--- config.mk ---
export PLATFORM = sky130hd
export DESIGN_NAME = diagv2_test_sequencer
export DESIGN_NICKNAME = d
export VERILOG_FILES = /design/src/rtl/diagv2_pkg.sv /design/src/rtl/diagv2_cycle_timer.sv /design/src/rtl/diagv2_test_sequencer.sv
export SDC_FILE = /design/constraint.sdc
export NUM_CORES = 1
export LEC_CHECK = 0
export ABC_AREA = 1
export CORE_MARGIN = 1.5
export CORE_UTILIZATION = 45
export DETAILED_ROUTE_END_ITERATION = 8
export GPL_TIMING_DRIVEN = 0
export PLACE_DENSITY = 0.82
export SLEW_MARGIN = 30
export SYNTH_ARGS = -nofsm -noshare
export SYNTH_HDL_FRONTEND = slang
export SYNTH_HIERARCHICAL = 1
export SYNTH_SLANG_ARGS = --single-unit
--- constraint.sdc ---
create_clock -name clk -period 3.4 [get_ports clk]
set_clock_uncertainty 0.05 [all_clocks]
set_input_delay 0.68 -clock clk [delete_from_list [all_inputs] [get_ports clk]]
set_output_delay 0.68 -clock clk [all_outputs]
set_load 0.02 [all_outputs]
--- src/rtl/diagv2_pkg.sv ---
// ---------------------------------------------------------------------------
// diagv2_pkg
//   Shared definitions for the diag-v2 test sequencer:
//     - sequencer state encoding (ST_*), kept as plain 3-bit constants so
//       older tooling and waveform scripts can decode the state register
//     - SEQ_PASS_CODE    : status value that grades a test as passed (0)
//     - SEQ_TIMEOUT_CODE : status reported when the watchdog fires (all ones)
//     - seq_idx_bits()   : width of a test index, never narrower than 1 bit
//   The status constants are declared at the widest supported data width
//   (SEQ_MAX_DATA_BITS); users slice them down to their own DATA_BITS.
// ---------------------------------------------------------------------------
package diagv2_pkg;

  typedef logic [2:0] seq_state_t;

  localparam seq_state_t ST_IDLE   = 3'd0;
  localparam seq_state_t ST_LOAD   = 3'd1;
  localparam seq_state_t ST_RESET  = 3'd2;
  localparam seq_state_t ST_RUN    = 3'd3;
  localparam seq_state_t ST_RECORD = 3'd4;
  localparam seq_state_t ST_DONE   = 3'd5;

  localparam int SEQ_MAX_DATA_BITS = 128;

  localparam logic [SEQ_MAX_DATA_BITS-1:0] SEQ_PASS_CODE    = '0;
  localparam logic [SEQ_MAX_DATA_BITS-1:0] SEQ_TIMEOUT_CODE = '1;

  function automatic int seq_idx_bits(input int n);
    return (n > 1) ? $clog2(n) : 1;
  endfunction

endpackage

--- src/rtl/diagv2_cycle_timer.sv ---
// ---------------------------------------------------------------------------
// diagv2_cycle_timer
//   Loadable down-counter with a terminal-count flag. The sequencer loads it
//   with (hold length - 1) and watches tc, so a hold of N cycles ends on the
//   Nth enabled cycle. The counter parks at zero rather than wrapping.
//
//   Ports:
//     clk        in   clock
//     reset_n    in   asynchronous active-low reset (count -> 0)
//     load       in   load load_value this cycle (takes priority over enable)
//     load_value in   WIDTH  value to load
//     enable     in   decrement by one when nonzero
//     tc         out  count is zero
// ---------------------------------------------------------------------------
module diagv2_cycle_timer #(
  parameter int WIDTH = 8
) (
  input  logic             clk,
  input  logic             reset_n,
  input  logic             load,
  input  logic [WIDTH-1:0] load_value,
  input  logic             enable,
  output logic             tc
);

  logic [WIDTH-1:0] count_reg;

  always_ff @(posedge clk or negedge reset_n) begin
    if (!reset_n) begin
      count_reg <= '0;
    end else if (load) begin
      count_reg <= load_value;
    end else if (enable && (count_reg != '0)) begin
      count_reg <= count_reg - 1'b1;
    end
  end

  assign tc = (count_reg == '0);

endmodule

--- src/rtl/diagv2_test_sequencer.sv ---
// ---------------------------------------------------------------------------
// diagv2_test_sequencer
//   Campaign controller for the diag-v2 core. Walks NUM_TESTS programs:
//   request image load, hold the core in reset for RESET_CYCLES, run it until
//   ECALL, grade a0 (0 = pass), tally, and move to the next program.
//
//   Optional feature macro: DIAGV2_SEQ_TIMEOUT_EN
//     Adds a RUN watchdog of TIMEOUT_CYCLES cycles and the timed_out output.
//     A timed-out test is recorded with result_code = all ones (a fail).
//
//   Ports:
//     clk, reset_n        clock, asynchronous active-low reset
//     start               pulse: begin a campaign (only from IDLE/DONE)
//     ecall, status_code  ECALL retire strobe and a0 value from the core
//     load_req/load_idx   loader request and program index
//     load_done           loader completion
//     core_reset/core_run reset and clock-enable for the core under test
//     test_idx            current program index
//     result_valid        one-cycle pulse per graded test, with result_pass,
//                         result_code (and timed_out when enabled)
//     passed_count/failed_count  running tallies
//     busy, done          campaign in progress / complete
//   All outputs are decoded from registered state and data only.
// ---------------------------------------------------------------------------
module diagv2_test_sequencer
  import diagv2_pkg::*;
#(
  parameter int NUM_TESTS      = 50,
  parameter int DATA_BITS      = 64,
  parameter int RESET_CYCLES   = 2,
  parameter int TIMEOUT_CYCLES = 1048576
) (
  input  logic                                  clk,
  input  logic                                  reset_n,
  input  logic                                  start,
  input  logic                                  ecall,
  input  logic [DATA_BITS-1:0]                  status_code,
  output logic                                  load_req,
  output logic [seq_idx_bits(NUM_TESTS)-1:0]    load_idx,
  input  logic                                  load_done,
  output logic                                  core_reset,
  output logic                                  core_run,
  output logic [seq_idx_bits(NUM_TESTS)-1:0]    test_idx,
  output logic                                  result_valid,
  output logic                                  result_pass,
`ifdef DIAGV2_SEQ_TIMEOUT_EN
  output logic                                  timed_out,
`endif
  output logic [DATA_BITS-1:0]                  result_code,
  output logic [$clog2(NUM_TESTS+1)-1:0]        passed_count,
  output logic [$clog2(NUM_TESTS+1)-1:0]        failed_count,
  output logic                                  busy,
  output logic                                  done
);

  localparam int IDX_W = seq_idx_bits(NUM_TESTS);
  localparam int CNT_W = $clog2(NUM_TESTS + 1);

  // One timer serves both the reset hold and the watchdog; it is sized for
  // the longer of the two so its width does not depend on the build option.
  localparam int TIMER_MAX = (RESET_CYCLES > TIMEOUT_CYCLES) ? RESET_CYCLES : TIMEOUT_CYCLES;
  localparam int TIMER_W   = $clog2(TIMER_MAX + 1);

  localparam logic [TIMER_W-1:0] RESET_LOAD = TIMER_W'(RESET_CYCLES - 1);
  localparam logic [IDX_W-1:0]   LAST_IDX   = IDX_W'(NUM_TESTS - 1);
  localparam logic [DATA_BITS-1:0] PASS_CODE = SEQ_PASS_CODE[DATA_BITS-1:0];

  seq_state_t           state_reg, state_next;
  logic [IDX_W-1:0]     test_idx_reg, test_idx_next;
  logic [CNT_W-1:0]     passed_reg, passed_next;
  logic [CNT_W-1:0]     failed_reg, failed_next;
  logic [DATA_BITS-1:0] result_code_reg, result_code_next;

  logic                 timer_load;
  logic [TIMER_W-1:0]   timer_value;
  logic                 timer_en;
  logic                 timer_tc;

`ifdef DIAGV2_SEQ_TIMEOUT_EN
  localparam logic [TIMER_W-1:0]   TIMEOUT_LOAD = TIMER_W'(TIMEOUT_CYCLES - 1);
  localparam logic [DATA_BITS-1:0] TIMEOUT_CODE = SEQ_TIMEOUT_CODE[DATA_BITS-1:0];
  logic timed_out_reg, timed_out_next;
`endif

  diagv2_cycle_timer #(
    .WIDTH(TIMER_W)
  ) u_timer (
    .clk       (clk),
    .reset_n   (reset_n),
    .load      (timer_load),
    .load_value(timer_value),
    .enable    (timer_en),
    .tc        (timer_tc)
  );

  always_comb begin
    state_next       = state_reg;
    test_idx_next    = test_idx_reg;
    passed_next      = passed_reg;
    failed_next      = failed_reg;
    result_code_next = result_code_reg;
    timer_load       = 1'b0;
    timer_value      = RESET_LOAD;
    timer_en         = 1'b0;
`ifdef DIAGV2_SEQ_TIMEOUT_EN
    timed_out_next   = timed_out_reg;
`endif

    case (state_reg)
      ST_IDLE, ST_DONE: begin
        if (start) begin
          state_next    = ST_LOAD;
          test_idx_next = '0;
          passed_next   = '0;
          failed_next   = '0;
        end
      end

      ST_LOAD: begin
        if (load_done) begin
          state_next = ST_RESET;
          timer_load = 1'b1;
        end
      end

      ST_RESET: begin
        timer_en = 1'b1;
        if (timer_tc) begin
          state_next = ST_RUN;
`ifdef DIAGV2_SEQ_TIMEOUT_EN
          timer_load  = 1'b1;
          timer_value = TIMEOUT_LOAD;
`endif
        end
      end

      ST_RUN: begin
`ifdef DIAGV2_SEQ_TIMEOUT_EN
        timer_en = 1'b1;
`endif
        // A retiring ECALL wins over a watchdog expiring in the same cycle.
        if (ecall) begin
          state_next       = ST_RECORD;
          result_code_next = status_code;
`ifdef DIAGV2_SEQ_TIMEOUT_EN
          timed_out_next   = 1'b0;
        end else if (timer_tc) begin
          state_next       = ST_RECORD;
          result_code_next = TIMEOUT_CODE;
          timed_out_next   = 1'b1;
`endif
        end
      end

      ST_RECORD: begin
        if (result_code_reg == PASS_CODE) begin
          passed_next = passed_reg + 1'b1;
        end else begin
          failed_next = failed_reg + 1'b1;
        end
        if (test_idx_reg == LAST_IDX) begin
          state_next = ST_DONE;
        end else begin
          state_next    = ST_LOAD;
          test_idx_next = test_idx_reg + 1'b1;
        end
      end

      default: begin
        state_next = ST_IDLE;
      end
    endcase
  end

  always_ff @(posedge clk or negedge reset_n) begin
    if (!reset_n) begin
      state_reg       <= ST_IDLE;
      test_idx_reg    <= '0;
      passed_reg      <= '0;
      failed_reg      <= '0;
      result_code_reg <= '0;
`ifdef DIAGV2_SEQ_TIMEOUT_EN
      timed_out_reg   <= 1'b0;
`endif
    end else begin
      state_reg       <= state_next;
      test_idx_reg    <= test_idx_next;
      passed_reg      <= passed_next;
      failed_reg      <= failed_next;
      result_code_reg <= result_code_next;
`ifdef DIAGV2_SEQ_TIMEOUT_EN
      timed_out_reg   <= timed_out_next;
`endif
    end
  end

  // Moore output decode. The core is held in reset everywhere except while
  // it runs and in the single grading cycle where it is merely halted.
  assign load_req     = (state_reg == ST_LOAD);
  assign core_reset   = !((state_reg == ST_RUN) || (state_reg == ST_RECORD));
  assign core_run     = (state_reg == ST_RESET) || (state_reg == ST_RUN);
  assign result_valid = (state_reg == ST_RECORD);
  assign result_pass  = (state_reg == ST_RECORD) && (result_code_reg == PASS_CODE);
`ifdef DIAGV2_SEQ_TIMEOUT_EN
  assign timed_out    = (state_reg == ST_RECORD) && timed_out_reg;
`endif
  assign result_code  = result_code_reg;
  assign test_idx     = test_idx_reg;
  assign load_idx     = test_idx_reg;
  assign passed_count = passed_reg;
  assign failed_count = failed_reg;
  assign busy         = (state_reg == ST_LOAD) || (state_reg == ST_RESET) ||
                        (state_reg == ST_RUN)  || (state_reg == ST_RECORD);
  assign done         = (state_reg == ST_DONE);

endmodule

==> reports/metrics.yaml, run 1 <==
status: "finished clean"
dp_cells: 976
insertion_delay_ns: 0.36
routed_wl_um: 14800
post_route_cells_drive_above_1_share: 0.150
clock.fmax_ghz: 0.315
hpwl_um: 11100
synth-seq-cells: 106
drv_cap: 0
grt_pass1_vias: 4777
ant_nets: 0
synth_seq_area_share: 0.461
period_share: 0.934
drtPass1Iterations: 4
die_x_um: 116
slew_headroom: 0.648
rows: 41
ios: 164
setup_viol: 0
syn_to_final_growth_pct: 38.6
irDropWorstVdd_uv: 587
cts_sinks: 106
worstSetupPathType: "flip-flop to primary output"
power_density_nw_per_um2: 887
clk_pin_slew_ns: 0.07
initial_core_util: 0.458
wl_per_cell_um: 14.9
largest_reg_flops: 64
grt_max_degree: 59
grt_pass1_wl_um: 23900
rsz0062_at_grt: "no"
first_iter_violations: 224
yosys_warnings: 6
r2r_start: "state_reg[2]$_DFFE_PN0P_"
r2r_end: "u_timer/count_reg[12]$_DFFE_PN0P_"
worst_pin_slew_ns: 0.527
insertedDiodeCount: 0
tritoncts: "built"
finalHoldViolations: 0
via_count: 4766
die_area_um2: 13500
stdcell_count: 992
grt_usage: 0.234
cp.arrival_ns: 2.45
drc_errors: 0
finalSetupTns_ns: 0
syn_inst: 621
synth.largest_area_cell: "dfrtp_1"
cp_max_fo: 7
r2r_cells: 9
p_leak_nw: 3.80
cts.path.max_buffers: 2
gp_congestion: 0.863
required_ns: 2.67
min_path_type: "input pin to asynchronous set/reset pin"
cts_buffers: 9
postCtsResizedCells: 0
core_um2: 12600
startpoint: "state_reg[0]$_DFFE_PN0P_"
endpoint_kind: "primary output"
synthTopCellsByArea: "dfrtp_1 (46%), mux2_4 (16%), nand2_1 (10%), nor2_1 (5.9%), nand3_1 (5.2%)"
synth_area_um2: 5750
nNetsFinal: 890
grt_overflow_total: 0
dieHeight_um: 116
p_total_mw: 7.08
final_area_um2: 7980
cts_hold_buf: 0
finalMaxSlewViolations: 0
crit_end: "result_pass"
postCtsSetupBuffers: 0
avgSynthCellArea_um2: 9.27
viasPerCell: 4.80
fill_cells: 1009
io_buffers: 163
ys_types: 36
clock-root-buffer: "clkbuf_16"
cp-start-kind: "flip-flop"
r2r_setup_slack_ns: 1.41
htreeDepth: 3
antenna_found_initial: 0
holdWs_ns: 0.201
dpl_cell_area_um2: 7700
fin_crit_ns: 3.18
synth_top_area_frac: 0.461
## layout make-up
type,count,area [µm²],area share
clock buffers,10,229,0.0287
plain buffers,22,174,0.0218
multi-input cells,471,2850,0.357
flip-flops and latches,106,2650,0.332
clock inverters,6,47.5,0.00596
inverters,41,154,0.0193
repair buffers,164,1660,0.208
well taps,172,215,0.0270
## power breakdown
part | switching (mW) | leakage, nW | total (mW) | internal [mW]
registers | 0.532 | 1.33 | 2.32 | 1.79
logic | 1.91 | 2.34 | 3.75 | 1.84
clock network | 0.493 | 0.134 | 0.999 | 0.506
total | 2.94 | 3.80 | 7.08 | 4.14
## cells in the final DEF, fill, tap and decap left out, types with 2 or more instances in the layout
cell and instances:
clkdlybuf4s50_1 162, nand2_1 156, dfrtp_1 106, nor2_1 91
nand3_1 60, mux2_4 60, inv_1 37, conb_1 21
o21ai_0 14, xor2_1 11, buf_6 9, clkbuf_16 9
buf_4 7, a21oi_1 6, ha_1 6, nand4_1 5
o21ai_2 5, inv_2 4, clkbuf_1 4, buf_2 4
o31ai_1 4, mux2_2 4, nor2_2 4, nor3_1 3
nand2_4 3, xnor2_1 3, or2_2 3, inv_6 3
nor2_4 2
## worst min path at each step
stage | endpoint | slack (ns)
final | u_timer/count_reg[2]$_DFFE_PN0P_ | 0.20
after floorplan | failed_count[0]$_DFFE_PN0P_ | 0.33
after global placement | failed_count[3]$_DFFE_PN0P_ | 0.43
after global routing | u_timer/count_reg[2]$_DFFE_PN0P_ | 0.23
after detailed placement | failed_count[3]$_DFFE_PN0P_ | 0.44
after CTS | u_timer/count_reg[3]$_DFFE_PN0P_ | 0.23
## critical path: stages (launching register included)
cell and delay [ns]:
dfrtp_1 0.45, inv_1 0.15, nand3_1 0.21, inv_1 0.25, nand3_1 0.25, inv_1 0.17
clkdlybuf4s50_1 0.61
## cell usage after synthesis, drive strengths merged
| library cell | number |
|---|---|
| a22oi | 1 |
| nor3b | 1 |
| conb | 2 |
| and2 | 1 |
| o21bai | 1 |
| dfrtp | 106 |
| o21ai | 19 |
| xnor2 | 3 |
| nand4 | 5 |
| buf | 19 |
| o31ai | 4 |
| or2 | 3 |
| mux2 | 64 |
| nand3 | 61 |
| a21o | 1 |
| ha | 6 |
| nand3b | 1 |
| clkbuf | 3 |
| nor3 | 3 |
| inv | 41 |
| xor2 | 11 |
| nor4b | 1 |
| nor2 | 97 |
| a31oi | 1 |
| nand2 | 160 |
| a21oi | 6 |
## through the flow
stage	setup slack, ns	utilization
2_1_floorplan	1.36	-
3_3_place_gp	-2.48	0.610
3_5_place_dp	0.653	0.613
4_1_cts	0.217	0.635
5_1_grt	0.0707	0.635
6_report	0.224	0.635
## cell families (layout without fill, tap and decap cells)
kind of cell	count (synthesis)	count (layout)	share of synthesized area
other	2	21	0.00131
xor gates and xnor gates	14	14	0.0213
adders and majority gates	6	6	0.0130
muxes	64	64	0.164
DFF	106	106	0.461
buffers and inverters	63	243	0.0570
AOI/OAI and AO/OA	33	33	0.0352
and+or+nand+nor	333	333	0.247
## layer usage
| metal | GRT usage | wire length [µm] |
|---|---|---|
| met5 | 0 | 0 |
| met4 | 0.0911 | 300 |
| met3 | 0.0795 | 1220 |
| met2 | 0.385 | 7180 |
| met1 | 0.285 | 6120 |
(Power assumes the default switching activity.)
==> inputs of run 2 (changes only) <==
--- a/config.mk
+++ b/config.mk
@@ -11,7 +11,7 @@
 export DETAILED_ROUTE_END_ITERATION = 8
 export GPL_TIMING_DRIVEN = 0
 export PLACE_DENSITY = 0.82
-export SLEW_MARGIN = 30
+export SLEW_MARGIN = 15
 export SYNTH_ARGS = -nofsm -noshare
 export SYNTH_HDL_FRONTEND = slang
 export SYNTH_HIERARCHICAL = 1
==> results of run 2 <==
Same layout as run 1: the final DEF is identical, and so are final timing and power.
==> RTL edit 1: new RTL, config.mk and constraints of run 2 <==
The parameter `DATA_BITS` goes from 64 to 128.
--- a/src/rtl/diagv2_test_sequencer.sv
+++ b/src/rtl/diagv2_test_sequencer.sv
@@ -28,3 +28,3 @@
   parameter int NUM_TESTS      = 50,
-  parameter int DATA_BITS      = 64,
+  parameter int DATA_BITS      = 128,
   parameter int RESET_CYCLES   = 2,
Ports: changed (resized result_code and status_code); port bits go from 164 to 292. No check against the original RTL was run, so the function may have changed too.
==> RTL edit 1 against run 2 <==
  * Non-clock buffer count increased by 135
  * Worst setup slack improved by 0.069 ns
  * Sequential power increased by 65%
  * Design area increased by 59%
  * Sequential share of layout area increased by 0.33 points
  * Maximum frequency increased by 2.2%
  * Routed wire length increased by 67%
  * Total power increased by 70%
  * Synthesized cell count increased by 31%
  * Sequential cell count increased by 64
  * Register-to-register slack got worse by 0.03 ns
  * Synthesized area increased by 52%
  * Utilization increased by 3.6 points
  * Critical endpoint unchanged
==> RTL edit 1: results (changes against run 2) <==
outcome: "completed"  # unchanged
number_of_library_cell_types_mapped_by_synthesis: 40  # was 36
port_buffers: 291  # was 163
synth.yosys.seq_area_share_pct: 48.7  # was 46.1%
power.ir.vdd_worst_mv: 0.666  # was 0.587 mV
cts_made_buffers: 17  # was 9
total_leakage_power_nw: 6.03  # was 3.80 nW
drive_above_1_share_pct: 18.8  # was 15.0%
clk-insertion-delay-late_ns: 0.43  # was 0.36 ns
largest_net_degree_at_the_start_of_global_routing: 105  # was 59
synth.cells.most_frequent: "dfrtp_1, nand2_1, nor2_1"  # was nand2_1, dfrtp_1, nor2_1
number_of_drc_markers_in_iteration_0: 337  # was 224
drt_first_pass_iters: 5  # was 4
antenna_found_initial: 4  # was 0
total_number_of_h_tree_levels: 4  # was 3
number_of_global_route_vias_before_repair: 7063  # was 4777
dr_total_vias: 7009  # was 4766
yosys-top-cells-area: "dfrtp_1, mux2_4, nand2_1, nor2_1, nand3_1"  # unchanged
largest_register_ffs: 128  # was 64
met2_usage_pct: 44.0  # was 38.5%
rr_worst_depth: 11  # was 9
grtUsageTotal_pct: 25.0  # was 23.4%
reg_to_reg_slack_setup_ns: 1.38  # was 1.41 ns
placer_s_final_routability_congestion_estimate: 0.889  # was 0.863
worstPathMaxFanout: 6  # was 7
layout.nets: 1285  # was 890
==> RTL edit 1: worst max path at each step <==
stage	from	to	cells after the start
floorplan	result_code[3]	result_pass	9
global placement	reset_n	result_code[46]	1
detailed placement	result_code[103]	result_pass	10
CTS	result_code[65]	result_pass	10
global route	result_code[103]	result_pass	10
finish	result_code[14]	result_pass	10
==> RTL edit 1: worst max-delay path: stages, from the launching register on <==
cell and delay, ns:
dfrtp_1 0.41, nor2_1 0.15, nand2_1 0.08, nor2_1 0.10, nand2_1 0.10, nor2_1 0.16, nand2_1 0.10, nor2_1 0.11
nand2_1 0.18, inv_1 0.15, dlygate4sd2_1 0.39
==> RTL edit 1: cells by family (layout without fill, tap and decap cells) <==
logic type	count (synthesis)	after routing	share of synthesized area, %
buf+inv	73	396	6.00
flops	170	170	48.7
simple gates	388	388	18.8
other cells	2	25	0.0860
compound gates	36	36	2.54
mux	129	129	21.8
fa+ha+maj	6	6	0.860
xor+xnor	12	12	1.20
==> RTL edit 1: power breakdown <==
group	total [mW]	internal, mW	switching (mW)
Combinational	6.26	3.25	3.01
Clock	1.93	1.07	0.863
Sequential	3.83	2.94	0.889
==> RTL edit 1: layout make-up <==
type / instances / area [um^2]
inverters: 44 / 165
fillers: 1469 / 6220
multi-input cells: 592 / 4030
well taps: 260 / 325
clock buffers: 19 / 453
diodes: 4 / 10.0
flip-flops and latches: 170 / 4250
repair buffers: 292 / 2940
plain buffers: 29 / 359
clock inverters: 12 / 129
==> RTL edit 1: routing by layer <==
layer	vias to the layer above	share of wire, %	wire length, um
met5	-	0	0
met2	245	52	12800
met1	3401	38	9400
li1	3322	-	-
met3	41	7.3	1810
met4	0	3.1	761
==> RTL edit 1: metrics by stage <==
| step | instance area [um^2] | hold WS, ns | std cells | worst slack [ns] | setup TNS [ns] |
|---|---|---|---|---|---|
| 2_1_floorplan | 8800 | 0.334 | 835 | 1.33 | 0 |
| 5_1_grt | 12700 | 0.178 | 1422 | 0.0501 | 0 |
| 6_report | 12700 | 0.145 | 1422 | 0.292 | 0 |
| 4_1_cts | 12700 | 0.162 | 1418 | 0.188 | 0 |
| 3_5_place_dp | 12100 | 0.447 | 1387 | 0.347 | 0 |
| 3_3_place_gp | 12000 | 0.437 | 1386 | -5.41 | -917.77 |
==> RTL edit 1: what timing repair did <==
action                     4_1_cts  5_1_grt
setup endpoints to repair        1        0
buffers inserted                 0        0
resized for setup                2        0
==> RTL edit 2: new RTL, settings of run 2 <==
Without the edit above. Add an input register stage for `start`, `ecall`, `status_code` and `load_done`, cleared by the reset; this delays them by one clock.
--- a/src/rtl/diagv2_test_sequencer.sv
+++ b/src/rtl/diagv2_test_sequencer.sv
@@ -67,2 +67,21 @@
 
+  logic start_q;
+  logic ecall_q;
+  logic [DATA_BITS-1:0] status_code_q;
+  logic load_done_q;
+
+  always_ff @(posedge clk or negedge reset_n) begin
+    if (!reset_n) begin
+      start_q       <= '0;
+      ecall_q       <= '0;
+      status_code_q <= '0;
+      load_done_q   <= '0;
+    end else begin
+      start_q       <= start;
+      ecall_q       <= ecall;
+      status_code_q <= status_code;
+      load_done_q   <= load_done;
+    end
+  end
+
   seq_state_t           state_reg, state_next;
@@ -110,3 +129,3 @@
       ST_IDLE, ST_DONE: begin
-        if (start) begin
+        if (start_q) begin
           state_next    = ST_LOAD;
@@ -119,3 +138,3 @@
       ST_LOAD: begin
-        if (load_done) begin
+        if (load_done_q) begin
           state_next = ST_RESET;
@@ -141,5 +160,5 @@
         // A retiring ECALL wins over a watchdog expiring in the same cycle.
-        if (ecall) begin
+        if (ecall_q) begin
           state_next       = ST_RECORD;
-          result_code_next = status_code;
+          result_code_next = status_code_q;
 `ifdef DIAGV2_SEQ_TIMEOUT_EN
Formal check against the unedited RTL: not equivalent (Yosys sat finds a counterexample within 4 cycles, from zero or initial values and one cycle with reset_n low).
==> RTL edit 2 against run 2 <==
  * Sequential cell count is 67 higher
  * Worst setup slack worse by 0.021 ns
  * Routed wire length is 10% higher
  * Global-route usage is 3.9 points lower
  * Design area is 27% higher
  * Total power rose by 25%
  * Synthesized area grew 31%
  * Count of clock-buffer cells in the layout rose by 8
==> RTL edit 2: results (changes against run 2) <==
synth.cells.most_frequent: "dfrtp_1, nand2_1, nor2_1"  # was nand2_1, dfrtp_1, nor2_1
power.ir.vdd_worst_mv: 0.404  # was 0.587 mV
ys_dominant_reg_cell: "dfrtp_1"  # unchanged
grtUsageTotal_pct: 19.6  # was 23.4%
regToRegStartpoint: "state_reg[2]"  # unchanged
drive_above_1_share_pct: 16.4  # was 15.0%
clk-insertion-delay-late_ns: 0.42  # was 0.36 ns
worstPathMaxFanout: 6  # was 7
dp_hpwl_um: 11600  # was 11100 um
post_dp_cell_area_um2: 9540  # was 7700 um^2
worstSetupStartpoint: "result_code[15]"  # was state_reg[0]
reg_to_reg_slack_setup_ns: 1.47  # was 1.41 ns
outcome: "completed"  # unchanged
wire_length_of_the_first_global_routing_pass_um: 27000  # was 23900 um
yosys-top-cells-area: "dfrtp_1, mux2_4, nand2_1, nor2_1, nand3_1"  # unchanged
avgRoutedWirePerCell_um: 14.5  # was 14.9 um
total_leakage_power_nw: 4.74  # was 3.80 nW
number_of_library_cell_types_mapped_by_synthesis: 40  # was 36
dp_slack_ns: 0.639  # was 0.653 ns
layout.nets: 967  # was 890
timing_worst_slew_pin_value_ns: 0.541  # was 0.527 ns
drt-vias-per-instance: 4.77  # was 4.80
largest_net_degree_at_the_start_of_global_routing: 106  # was 59
placer_s_final_routability_congestion_estimate: 0.859  # was 0.863
worst_ep_arrival_time_ns: 2.47  # was 2.45 ns
n_fill_cell: 1310  # was 1009
number_of_global_route_vias_before_repair: 5381  # was 4777
synth.yosys.seq_area_share_pct: 57.5  # was 46.1%
cts_made_buffers: 17  # was 9
[RTL edit 2: changes by cell type after synthesis, sizes merged, moves of 2 or more]
cell          run 2  this run
a21oi             6         8
dfrtp           106       173
or2               3         6
nand3            61        57
[RTL edit 2: layout make-up]
type	instances	area (um^2)	share of cell area (%)
Clock buffer	18	429	4.24
Inverter	41	154	1.52
Sequential cell	173	4330	42.8
Multi-Input combinational cell	473	2880	28.5
Tap cell	220	275	2.72
Timing Repair Buffer	164	1660	16.4
Buffer	22	236	2.34
Clock inverter	14	148	1.46
[RTL edit 2: logic make-up (layout without fill, tap and decap cells)]
group	Yosys count	in the layout	synth area share (%)
xor+xnor	12	12	1.40
compound gates	35	35	2.97
other cells	2	21	0.0997
fa+ha+maj	6	6	0.997
buf+inv	63	259	5.18
flops	173	173	57.5
mux	64	64	12.6
simple gates	335	335	19.3
[RTL edit 2: per-layer routing]
metal,global-route usage (%),vias up,wire [um]
met5,0,-,0
li1,-,2607,-
met4,8.24,0,400
met3,3.84,24,711
met2,32.2,154,8060
met1,25.4,2582,7130
[RTL edit 2: through the flow]
| stage | power (mW) | cells | util (%) | hold slack (ns) |
|---|---|---|---|---|
| global placement | 6.86 | 1092 | 57.8 | 0.408 |
| CTS | 8.91 | 1125 | 61.5 | 0.166 |
| floorplan | 5.48 | 709 | - | 0.334 |
| finish | 8.84 | 1125 | 61.5 | 0.136 |
| global route | 9.36 | 1125 | 61.5 | 0.193 |
| detailed placement | 6.98 | 1093 | 57.9 | 0.413 |
[RTL edit 2: power groups by stage]
stage          clock network, mW  registers [mW]  logic, mW
6_report                    1.89            3.17       3.77
5_1_grt                     2.02            3.25       4.08
4_1_cts                     1.94            3.17       3.80
3_5_place_dp                   0            3.19       3.78
3_3_place_gp                   0            3.17       3.69
2_1_floorplan                  0            3.56       1.92
